**config.mk**
```make
export PLATFORM = sky130hd
export DESIGN_NAME = fifo_cmd_sched_flat
export DESIGN_NICKNAME = d
export VERILOG_FILES = /design/src/rtl/fifo_cmd_sched_pkg.sv /design/src/rtl/fifo_cmd_sched_if.sv /design/src/rtl/fifo_cmd_sched_rsp_arbiter.sv /design/src/rtl/fifo_cmd_sched.sv /design/src/flat_wrapper.sv
export SDC_FILE = /design/constraint.sdc
export NUM_CORES = 1
export LEC_CHECK = 0
export CAP_MARGIN = 30
export CORE_MARGIN = 2
export CORE_UTILIZATION = 40
export CTS_CLUSTER_DIAMETER = 30
export DETAILED_ROUTE_END_ITERATION = 12
export PLACE_DENSITY = 0.73
export SYNTH_ARGS = -nofsm -noshare
export SYNTH_HDL_FRONTEND = slang
export SYNTH_HIERARCHICAL = 1
export SYNTH_SLANG_ARGS = --single-unit
```
**constraint.sdc**
```tcl
create_clock -name pclk -period 2.5 [get_ports pclk]
set_clock_uncertainty 0.1 [all_clocks]
set_input_delay 0.5 -clock pclk [delete_from_list [all_inputs] [get_ports pclk]]
set_output_delay 0.5 -clock pclk [all_outputs]
set_load 0.02 [all_outputs]
```
**src/rtl/fifo_cmd_sched_pkg.sv**
```systemverilog
// fifo_cmd_sched_pkg: modifier codes, FSM encoding and shared widths for the command scheduler and its bridge
package fifo_cmd_sched_pkg;
  localparam int WORD_W = 32;
  localparam int RSP_W = WORD_W + 2;
  localparam int WRF_DEFAULT = 3;
  localparam int S_IDLE = 0;
  localparam int S_POP = 1;
  localparam int S_TX_WAIT = 2;
  localparam int S_GAP = 3;
  typedef enum logic [1:0] {
    MOD_CONFIG  = 2'd0,
    MOD_DATA    = 2'd1,
    MOD_STATUS  = 2'd2,
    MOD_CHANNEL = 2'd3
  } mod_e;
  typedef enum logic [3:0] {
    IDLE    = 4'(1 << S_IDLE),
    POP     = 4'(1 << S_POP),
    TX_WAIT = 4'(1 << S_TX_WAIT),
    GAP     = 4'(1 << S_GAP)
  } state_e;
endpackage

```
**src/rtl/fifo_cmd_sched_if.sv**
```systemverilog
// fifo_cmd_sched_if: command/response FIFO and transceiver handshakes of the scheduler
interface fifo_cmd_sched_if import fifo_cmd_sched_pkg::*; ();
  logic cmd_empty;
  logic [RSP_W-1:0] cmd_data;
  logic cmd_inc;
  logic rsp_full;
  logic [RSP_W-1:0] rsp_data;
  logic rsp_inc;
  logic [WORD_W-1:0] tx_data;
  logic tx_valid;
  logic tx_ready;
  logic [WORD_W-1:0] rx_data;
  logic rx_valid;
  logic rx_ready;
  modport master (
    input  cmd_empty, cmd_data, rsp_full, tx_ready, rx_data, rx_valid,
    output cmd_inc, rsp_data, rsp_inc, tx_data, tx_valid, rx_ready
  );
  modport slave (
    output cmd_empty, cmd_data, rsp_full, tx_ready, rx_data, rx_valid,
    input  cmd_inc, rsp_data, rsp_inc, tx_data, tx_valid, rx_ready
  );
endinterface

```
**src/rtl/fifo_cmd_sched_rsp_arbiter.sv**
```systemverilog
// rsp_arbiter: merges echo, rx and status sources into the response FIFO, at most one push per two cycles
module rsp_arbiter import fifo_cmd_sched_pkg::*; #(
  parameter int CFG_W = 16,
  parameter int CHAN_W = 2,
  parameter int STAT_W = 16,
  parameter int WRF = WRF_DEFAULT
) (
  input  logic pclk,
  input  logic preset_n,
  input  logic rsp_full,
  input  logic cfg_set,
  input  logic [CFG_W-1:0] cfg_val,
  input  logic chan_set,
  input  logic [CHAN_W-1:0] chan_val,
  input  logic rx_valid,
  input  logic [WORD_W-1:0] rx_data,
  output logic rx_ready,
  input  logic [STAT_W-1:0] stat_in,
  output logic [RSP_W-1:0] rsp_data,
  output logic rsp_inc
);
  logic cfg_pend, chan_pend, rr, wrf_seen, stat_pend, open;
  logic g_cfg, g_chan, g_rx, g_st;
  logic [STAT_W-1:0] snap, stat_v;
  // Grant: echoes first, then rx/status alternating via rr (0 favours rx)
  always_comb begin
    open = !rsp_full && !rsp_inc;
    stat_pend = stat_in != snap;
    g_cfg = open && cfg_pend;
    g_chan = open && !cfg_pend && chan_pend;
    g_rx = open && !cfg_pend && !chan_pend && rx_valid && (!rr || !stat_pend);
    g_st = open && !cfg_pend && !chan_pend && stat_pend && (rr || !rx_valid);
    stat_v = stat_in;
    stat_v[WRF] = stat_in[WRF] | wrf_seen;
  end
  assign rx_ready = g_rx;
  // Pending flags, rr pointer and the registered push; the snapshot keeps raw stat_in so a forced WRF bit never retriggers
  always_ff @(posedge pclk or negedge preset_n) begin
    if (!preset_n) begin
      cfg_pend <= 1'b0;
      chan_pend <= 1'b0;
      rr <= 1'b0;
      wrf_seen <= 1'b0;
      snap <= '0;
      rsp_inc <= 1'b0;
      rsp_data <= '0;
    end else begin
      cfg_pend <= (cfg_pend | cfg_set) & ~g_cfg;
      chan_pend <= (chan_pend | chan_set) & ~g_chan;
      rsp_inc <= g_cfg | g_chan | g_rx | g_st;
      if (g_rx || g_st) rr <= ~rr;
      if (g_rx) wrf_seen <= 1'b1;
      else if (g_st) wrf_seen <= 1'b0;
      if (g_st) snap <= stat_in;
      rsp_data <= g_cfg ? {MOD_CONFIG, WORD_W'(cfg_val)} :
                  g_chan ? {MOD_CHANNEL, WORD_W'(chan_val)} :
                  g_rx ? {MOD_DATA, rx_data} :
                  g_st ? {MOD_STATUS, WORD_W'(stat_v)} : rsp_data;
    end
  end
endmodule

```
**src/rtl/fifo_cmd_sched.sv**
```systemverilog
// fifo_cmd_sched: pops commands from a FWFT FIFO, applies config/channel/tx, and feeds responses back
module fifo_cmd_sched import fifo_cmd_sched_pkg::*; #(
  parameter int CFG_W = 16,
  parameter int CHAN_W = 2,
  parameter int STAT_W = 16,
  parameter int WRF = WRF_DEFAULT
) (
  input  logic pclk,
  input  logic preset_n,
  fifo_cmd_sched_if.master bus,
  output logic [CFG_W-1:0] cfg_o,
  output logic cfg_we,
  output logic [CHAN_W-1:0] chan_o,
  input  logic [STAT_W-1:0] stat_in
);
  state_e state;
  logic chan_we;
  // Command FSM: one pop per IDLE-POP-GAP round, DATA parks in TX_WAIT until the handshake
  always_ff @(posedge pclk or negedge preset_n) begin
    if (!preset_n) begin
      state <= IDLE;
      bus.cmd_inc <= 1'b0;
      bus.tx_valid <= 1'b0;
      bus.tx_data <= '0;
      cfg_o <= '0;
      cfg_we <= 1'b0;
      chan_o <= '0;
      chan_we <= 1'b0;
    end else begin
      bus.cmd_inc <= 1'b0;
      cfg_we <= 1'b0;
      chan_we <= 1'b0;
      case (state)
        IDLE: if (!bus.cmd_empty) begin
          state <= POP;
          bus.cmd_inc <= 1'b1;
        end
        POP: begin
          state <= GAP;
          case (mod_e'(bus.cmd_data[RSP_W-1:WORD_W]))
            MOD_CONFIG: begin
              cfg_o <= bus.cmd_data[CFG_W-1:0];
              cfg_we <= 1'b1;
            end
            MOD_CHANNEL: begin
              chan_o <= bus.cmd_data[CHAN_W-1:0];
              chan_we <= 1'b1;
            end
            MOD_DATA: begin
              bus.tx_data <= bus.cmd_data[WORD_W-1:0];
              bus.tx_valid <= 1'b1;
              state <= TX_WAIT;
            end
            default: ;
          endcase
        end
        TX_WAIT: if (bus.tx_ready) begin
          bus.tx_valid <= 1'b0;
          state <= GAP;
        end
        default: state <= IDLE;
      endcase
    end
  end
  rsp_arbiter #(.CFG_W(CFG_W), .CHAN_W(CHAN_W), .STAT_W(STAT_W), .WRF(WRF)) u_arb (
    .pclk(pclk),
    .preset_n(preset_n),
    .rsp_full(bus.rsp_full),
    .cfg_set(cfg_we),
    .cfg_val(cfg_o),
    .chan_set(chan_we),
    .chan_val(chan_o),
    .rx_valid(bus.rx_valid),
    .rx_data(bus.rx_data),
    .rx_ready(bus.rx_ready),
    .stat_in(stat_in),
    .rsp_data(bus.rsp_data),
    .rsp_inc(bus.rsp_inc)
  );
endmodule

```
**src/flat_wrapper.sv**
```systemverilog
// flat-port wrapper written by rule: the top's interface ports become plain ports
module fifo_cmd_sched_flat import fifo_cmd_sched_pkg::*;
#(
  parameter int CFG_W = 16,
  parameter int CHAN_W = 2,
  parameter int STAT_W = 16,
  parameter int WRF = WRF_DEFAULT
)
  (pclk, preset_n, cfg_o, cfg_we, chan_o, stat_in, bus_cmd_empty, bus_cmd_data, bus_rsp_full, bus_tx_ready, bus_rx_data, bus_rx_valid, bus_cmd_inc, bus_rsp_data, bus_rsp_inc, bus_tx_data, bus_tx_valid, bus_rx_ready);
  fifo_cmd_sched_if bus_i ();
  input  logic pclk;
  input  logic preset_n;
  output logic [CFG_W-1:0] cfg_o;
  output logic cfg_we;
  output logic [CHAN_W-1:0] chan_o;
  input  logic [STAT_W-1:0] stat_in;
  input wire logic [$bits(bus_i.cmd_empty)-1:0] bus_cmd_empty;
  input wire logic [$bits(bus_i.cmd_data)-1:0] bus_cmd_data;
  input wire logic [$bits(bus_i.rsp_full)-1:0] bus_rsp_full;
  input wire logic [$bits(bus_i.tx_ready)-1:0] bus_tx_ready;
  input wire logic [$bits(bus_i.rx_data)-1:0] bus_rx_data;
  input wire logic [$bits(bus_i.rx_valid)-1:0] bus_rx_valid;
  output wire logic [$bits(bus_i.cmd_inc)-1:0] bus_cmd_inc;
  output wire logic [$bits(bus_i.rsp_data)-1:0] bus_rsp_data;
  output wire logic [$bits(bus_i.rsp_inc)-1:0] bus_rsp_inc;
  output wire logic [$bits(bus_i.tx_data)-1:0] bus_tx_data;
  output wire logic [$bits(bus_i.tx_valid)-1:0] bus_tx_valid;
  output wire logic [$bits(bus_i.rx_ready)-1:0] bus_rx_ready;
  assign bus_i.cmd_empty = bus_cmd_empty;
  assign bus_i.cmd_data = bus_cmd_data;
  assign bus_i.rsp_full = bus_rsp_full;
  assign bus_i.tx_ready = bus_tx_ready;
  assign bus_i.rx_data = bus_rx_data;
  assign bus_i.rx_valid = bus_rx_valid;
  assign bus_cmd_inc = bus_i.cmd_inc;
  assign bus_rsp_data = bus_i.rsp_data;
  assign bus_rsp_inc = bus_i.rsp_inc;
  assign bus_tx_data = bus_i.tx_data;
  assign bus_tx_valid = bus_i.tx_valid;
  assign bus_rx_ready = bus_i.rx_ready;
  fifo_cmd_sched #(.CFG_W(CFG_W), .CHAN_W(CHAN_W), .STAT_W(STAT_W), .WRF(WRF)) u_core (.pclk(pclk), .preset_n(preset_n), .bus(bus_i), .cfg_o(cfg_o), .cfg_we(cfg_we), .chan_o(chan_o), .stat_in(stat_in));
endmodule
```
==> flow_summary.yaml, run 1 <==
hold_path:
  hold_path.class: "input pin to async pin"
pwr:
  p_int_mw: 6.04
  p_per_area_nw_per_um2: 1180
  swShare_pct: 32.7
  p_switching_mw: 2.94
  p_leak_nw: 3.45
  peakVddDrop_v: 0.000611
  p_seq_share_pct: 34.0
  p_comb_share_pct: 38.7
  power_frac_clock_pct: 27.3
layout:
  final_area_um2: 7640
  final_common_cell: "clkdlybuf4s50_1"
  syn_to_final_growth_pct: 56.6
  nNetsFinal: 680
  fillCellCount: 940
  layout-drive-gt1-share_pct: 26.0
  layout_common_cells: "clkdlybuf4s50_1, dfrtp_1, mux2_2"
run_status:
  failed_checks: "hold timing, setup timing"
  outcome: "finished, violations left"
setup_path:
  rr_endpoint: "u_core/u_arb/rsp_data[4]$_DFFE_PN0P_"
  crit_type: "input pin to output port"
  crit_arrival_ps: 1900
  crit_required_ps: 1900
  end_kind: "output port"
  crit_path_max_fanout: 2
  start_kind: "input pin"
  rr_startpoint: "u_core/u_arb/snap[11]$_DFFE_PN0P_"
  regToRegSetupSlack_ps: 140
  reg2reg_depth: 7
global_routing:
  antenna_found_initial: 1
  grt_usage_pct: 21.7
  grt-ovfl-total: 0
  grt_pass1_wl_um: 21600
  grt_max_degree: 68
  first_global_vias: 4237
clock_tree:
  clk_path_buf_depth: 2
  htreeDepth: 4
  cts_root_buf: "clkbuf_16"
  cts_sinks: 113
  cts.hold.buffers_added: 0
  worstSkewPairLatency_ps: 420
  cts_made_buffers: 17
  cts.clk_slew.worst_paths_ps: 50
  cts_tree: "built"
timing:
  slew_viol_final: 0
  finalWorstSetupSlack_ps: -1.04
  fin_crit_sh_pct: 100
  finalSetupViolCount: 1
  finalCriticalPeriod_ps: 2500
  grt_setup_unrepaired: "yes"
  hold_viol: 5
  holdWs_ps: -14.7
  max_freq_mhz: 400
  tightest_slew_ps: 581
  slew-limit-headroom_pct: 61.3
place:
  dpl_cell_area_um2: 7010
  place_congestion: 0.788
  dp_hpwl_um: 9560
  io_buffers: 176
  pre_cts_ws_ps: -658
synth:
  syn-cell-area_um2: 4880
  synth_cell_types: 44
  syn-num-nets: 466
  synth_top_area_share_pct: 57.4
  yosysWarnings: 6
  syn_inst: 378
  synth_top_cell_by_area: "dfrtp_1"
  ys_ff_latch: 113
  ys.flop_type: "dfrtp_1"
  async_flop_share_pct: 100
  ys_top_cells_by_area: "dfrtp_1, mux2_2, nand2_1"
  seq_area_frac_synth_pct: 58.0
  synth_edf_count: 0
  syn_area_per_cell_um2: 12.9
detailed_routing:
  wl_um: 13700
  vias_per_cell: 5.22
  first_pass_iters: 4
  drcViolationCount: 0
  ant_nets: 0
  dr_total_vias: 3928
  drt_iter0_markers: 220
  wl_per_cell_um: 18.1
die:
  pin_count: 177
  row_count: 40
  dieArea_um2: 13100
  die_h_um: 114
  die_w_um: 114
  core_area_um2: 12000
  initial_core_util_pct: 40.8
run:
  maxCapViolCount: 0
-- worst max-delay path: stages --
cell and delay, ps:
clkdlybuf4s50_1 440, xor2_1 160, nor4_2 240, nand4_2 230, a21oi_4 190, buf_6 130
-- final cells by class --
cell class | count | area [µm²] | area share, %
Multi-Input combinational cell | 240 | 1910 | 25.0
Sequential cell | 113 | 2830 | 37.0
Inverter | 3 | 11.3 | 0.147
Clock buffer | 20 | 467 | 6.11
Antenna cell | 1 | 2.50 | 0.0327
Timing Repair Buffer | 217 | 2100 | 27.4
Tap cell | 147 | 184 | 2.41
Clock inverter | 12 | 138 | 1.80
-- cell usage after synthesis, drive strengths merged, types with 2 or more instances --
cell type and count:
a221oi 11, nor3 6, or3 2, mux2 66, buf 16, dfrtp 112, a221o 2, nand3 4
a22o 16, xor2 16, a222oi 4, o21ai 29, clkbuf 6, nand2 39, inv 3, a21oi 6
nor2 12, nor3b 3, nor4 5, xnor2 2, nand2b 3
-- flip-flops by register name, indices dropped and copies added (netlist names) --
| name | count |
|---|---|
| u_core/u_arb/rsp_data | 34 |
| u_core/u_arb/snap | 16 |
| u_core/u_arb/rr | 1 |
| u_core/cfg_we | 1 |
| u_core/cfg_o | 16 |
| u_core/chan_o | 2 |
| u_core/bus.cmd_inc | 1 |
| u_core/u_arb/wrf_seen | 1 |
| u_core/bus.tx_data | 32 |
| u_core/u_arb/rsp_inc | 1 |
| u_core/u_arb/chan_pend | 1 |
| u_core/state | 4 |
| u_core/u_arb/cfg_pend | 1 |
| u_core/chan_we | 1 |
| u_core/bus.tx_valid | 1 |
-- worst max-delay path by stage --
stage / from / to
after floorplan: stat_in[12] / bus_rx_ready
after global placement: stat_in[12] / bus_rx_ready
after detailed placement: stat_in[15] / bus_rx_ready
after CTS: stat_in[15] / bus_rx_ready
after global routing: u_core/u_arb/snap[10]$_DFFE_PN0P_ / bus_rx_ready
final: stat_in[9] / bus_rx_ready
-- what timing repair did --
| item | CTS | global route |
|---|---|---|
| resized for setup | 20 | 3 |
| buffers inserted | 1 | 0 |
| endpoints found under the setup margin | 9 | 7 |
| pin swaps | 7 | 0 |
-- stage by stage --
step | hold slack [ps] | TNS [ps] | cells | utilization [%] | total power [mW]
after floorplan | 104 | 0 | 378 | - | 4.79
after global placement | 349 | -16110 | 719 | 58.6 | 6.41
after detailed placement | 364 | -16320 | 719 | 58.6 | 6.52
after CTS | 5.12 | 0 | 752 | 63.8 | 9.06
after global routing | 20.6 | -43.8 | 753 | 63.9 | 9.41
final | -14.7 | -1.04 | 753 | 63.9 | 8.98
-- cell families after synthesis --
logic type             share of synthesized area [%]
multiplexers                                    15.9
flip-flops                                      58.0
AND/OR/NAND/NOR                                 8.44
buffers and inverters                           3.49
XOR/XNOR                                        3.23
AO/OA/AOI/OAI                                   10.9
-- layer usage --
metal / track usage, % / part of all wire, % / routed length, µm / up-vias
li1: - / - / - / 1800
met1: 25.7 / 41 / 5540 / 1951
met2: 35.0 / 50 / 6810 / 155
met3: 7.73 / 7.7 / 1050 / 22
met4: 10.5 / 1.9 / 257 / 0
met5: 0 / 0 / 0 / -
-- power by group through the flow --
stage,sequential (mW),clock (mW),combinational [mW]
2_1_floorplan,3.64,0,1.16
3_3_place_gp,3.02,0,3.39
3_5_place_dp,3.07,0,3.45
4_1_cts,3.06,2.50,3.50
5_1_grt,3.15,2.58,3.69
6_report,3.05,2.45,3.47
(Power assumes the default switching activity.)
==> run 2, diff against run 1 <==
--- a/config.mk
+++ b/config.mk
@@ -5,6 +5,7 @@
 export SDC_FILE = /design/constraint.sdc
 export NUM_CORES = 1
 export LEC_CHECK = 0
+export ABC_CLOCK_PERIOD_IN_PS = 2500
 export CAP_MARGIN = 30
 export CORE_MARGIN = 2
 export CORE_UTILIZATION = 40
==> results of run 2 <==
No change in the layout: final DEF, timing and power equal those of run 1.
==> run 3, diff against run 2 <==
--- a/config.mk
+++ b/config.mk
@@ -11,6 +11,7 @@
 export CORE_UTILIZATION = 40
 export CTS_CLUSTER_DIAMETER = 30
 export DETAILED_ROUTE_END_ITERATION = 12
+export MAX_ROUTING_LAYER = met4
 export PLACE_DENSITY = 0.73
 export SYNTH_ARGS = -nofsm -noshare
 export SYNTH_HDL_FRONTEND = slang
==> flow_summary.yaml, run 3 (synthesized netlist as in run 1, its figures left out) <==
run_status:
  outcome: "finished, violations left"
  failed_checks: "hold timing, setup timing"
die:
  die_w_um: 114
  pin_count: 177
  dieArea_um2: 13100
  initial_core_util_pct: 40.8
  row_count: 40
  die_h_um: 114
  core_area_um2: 12000
layout:
  layout_common_cells: "clkdlybuf4s50_1, dfrtp_1, mux2_2"
  largestRegisters: "u_core/u_arb/rsp_data x34, u_core/bus.tx_data x32"
  final_common_cell: "clkdlybuf4s50_1"
  final_area_um2: 7640
  largest_reg_flops: 34
  syn_to_final_growth_pct: 56.6
  layout-drive-gt1-share_pct: 26.0
  regMostFlops: "u_core/u_arb/rsp_data"
  nNetsFinal: 680
global_routing:
  grtUsageMet1_pct: 26.0
  antenna_found_initial: 1
  grt_max_degree: 68
  use_met3_pct: 7.25
  grt_usage_pct: 22.3
  grt_pass1_wl_um: 21600
  grt_use_met2_pct: 35.0
  first_global_vias: 4262
  busiest_layer: "met2"
  grt-ovfl-total: 0
place:
  dp_hpwl_um: 9560
  pre_cts_ws_ps: -658
  io_buffers: 176
  place_congestion: 0.799
  dpl_cell_area_um2: 7010
timing:
  tightest_slew_ps: 581
  hold_viol: 3
  finalWorstSetupSlack_ps: -1.76
  slew-limit-headroom_pct: 61.2
  holdWs_ps: -1.67
  finalSetupViolCount: 1
  finalCriticalPeriod_ps: 2500
  grt_setup_unrepaired: "yes"
  fin_crit_sh_pct: 100
  slew_viol_final: 0
  max_freq_mhz: 400
clock_tree:
  htreeDepth: 4
  cts.clk_slew.worst_paths_ps: 50
  cts_root_buf: "clkbuf_16"
  cts_sinks: 113
  cts.hold.buffers_added: 0
  cts_made_buffers: 17
  cts_tree: "built"
  clk_path_buf_depth: 2
  worstSkewPairLatency_ps: 420
setup_path:
  crit_path_max_fanout: 2
  reg2reg_depth: 7
  end_kind: "output port"
  crit_type: "input pin to output port"
  crit_arrival_ps: 1900
  start_kind: "input pin"
  crit_required_ps: 1900
detailed_routing:
  drcViolationCount: 0
  wl_um: 13600
  dr_total_vias: 3903
  first_pass_iters: 4
  wl_per_cell_um: 18.1
  vias_per_cell: 5.18
  drt_iter0_markers: 230
  ant_nets: 0
pwr:
  p_leak_nw: 3.45
  power_mw: 8.98
  peakVddDrop_v: 0.000612
  p_per_area_nw_per_um2: 1180
run:
  maxCapViolCount: 0
hold_path:
  hold_path.class: "input pin to async pin"
## run 3: cell counts in the layout (fill, tap and decap cells not counted)
Identical to the previous run, type by type.
## run 3: path summary, 6_finish.rpt
| check | from | to | slack, ps |
|---|---|---|---|
| worst max-delay path | stat_in[9] | bus_rx_ready | -2 |
| worst min-delay path | preset_n | u_core/chan_we$_DFF_PN0_ | -2 |
| worst max register to register | u_core/u_arb/snap[7]$_DFFE_PN0P_ | u_core/u_arb/rsp_data[4]$_DFFE_PN0P_ | 130 |
| worst min register to register | u_core/chan_we$_DFF_PN0_ | u_core/u_arb/chan_pend$_DFF_PN0_ | 370 |
| max in group asynchronous | preset_n | u_core/bus.tx_data[18]$_DFFE_PN0P_ | 1800 |
| min in group pclk | u_core/chan_we$_DFF_PN0_ | u_core/u_arb/chan_pend$_DFF_PN0_ | 370 |
## run 3: worst max-delay path, cell delays in order
cell and delay [ps]:
clkdlybuf4s50_1 440, xor2_1 160, nor4_2 240, nand4_2 230, a21oi_4 190, buf_6 130
## run 3: cell type report
class / count / area, µm²
Fill cell: 940 / 4320
Sequential cell: 113 / 2830
Timing Repair Buffer: 217 / 2100
Multi-Input combinational cell: 240 / 1910
Clock buffer: 20 / 467
Tap cell: 147 / 184
Clock inverter: 12 / 138
Inverter: 3 / 11.3
Antenna cell: 1 / 2.50
## run 3: repair_timing
action | in CTS | in global routing
gates resized for setup | 20 | 3
pin swaps | 7 | 1
setup buffers | 1 | 0
endpoints found under the setup margin | 9 | 7
## run 3: routing by layer
metal / part of all wire (%) / routed length [µm] / up-vias
met5: 0 / 0 / -
met4: 2.3 / 308 / 0
met3: 7.3 / 992 / 27
met2: 49 / 6720 / 147
met1: 41 / 5620 / 1932
li1: - / - / 1797
## run 3: power by group
group          leakage, nW  switching [mW]  total (mW)  internal, mW
sequential            1.41           0.494        3.05          2.56
clock                0.305           0.831        2.46          1.63
combinational         1.73            1.62        3.47          1.86
## run 3: metrics by stage
step	std cells	hold WS (ps)	utilization (%)	setup TNS [ps]
2_1_floorplan	378	104	-	0
3_5_place_dp	719	364	58.6	-16320
4_1_cts	752	5.12	63.8	0
3_3_place_gp	719	349	58.6	-16110
5_1_grt	753	19.9	63.9	-39.9
6_report	753	-1.67	63.9	-1.76
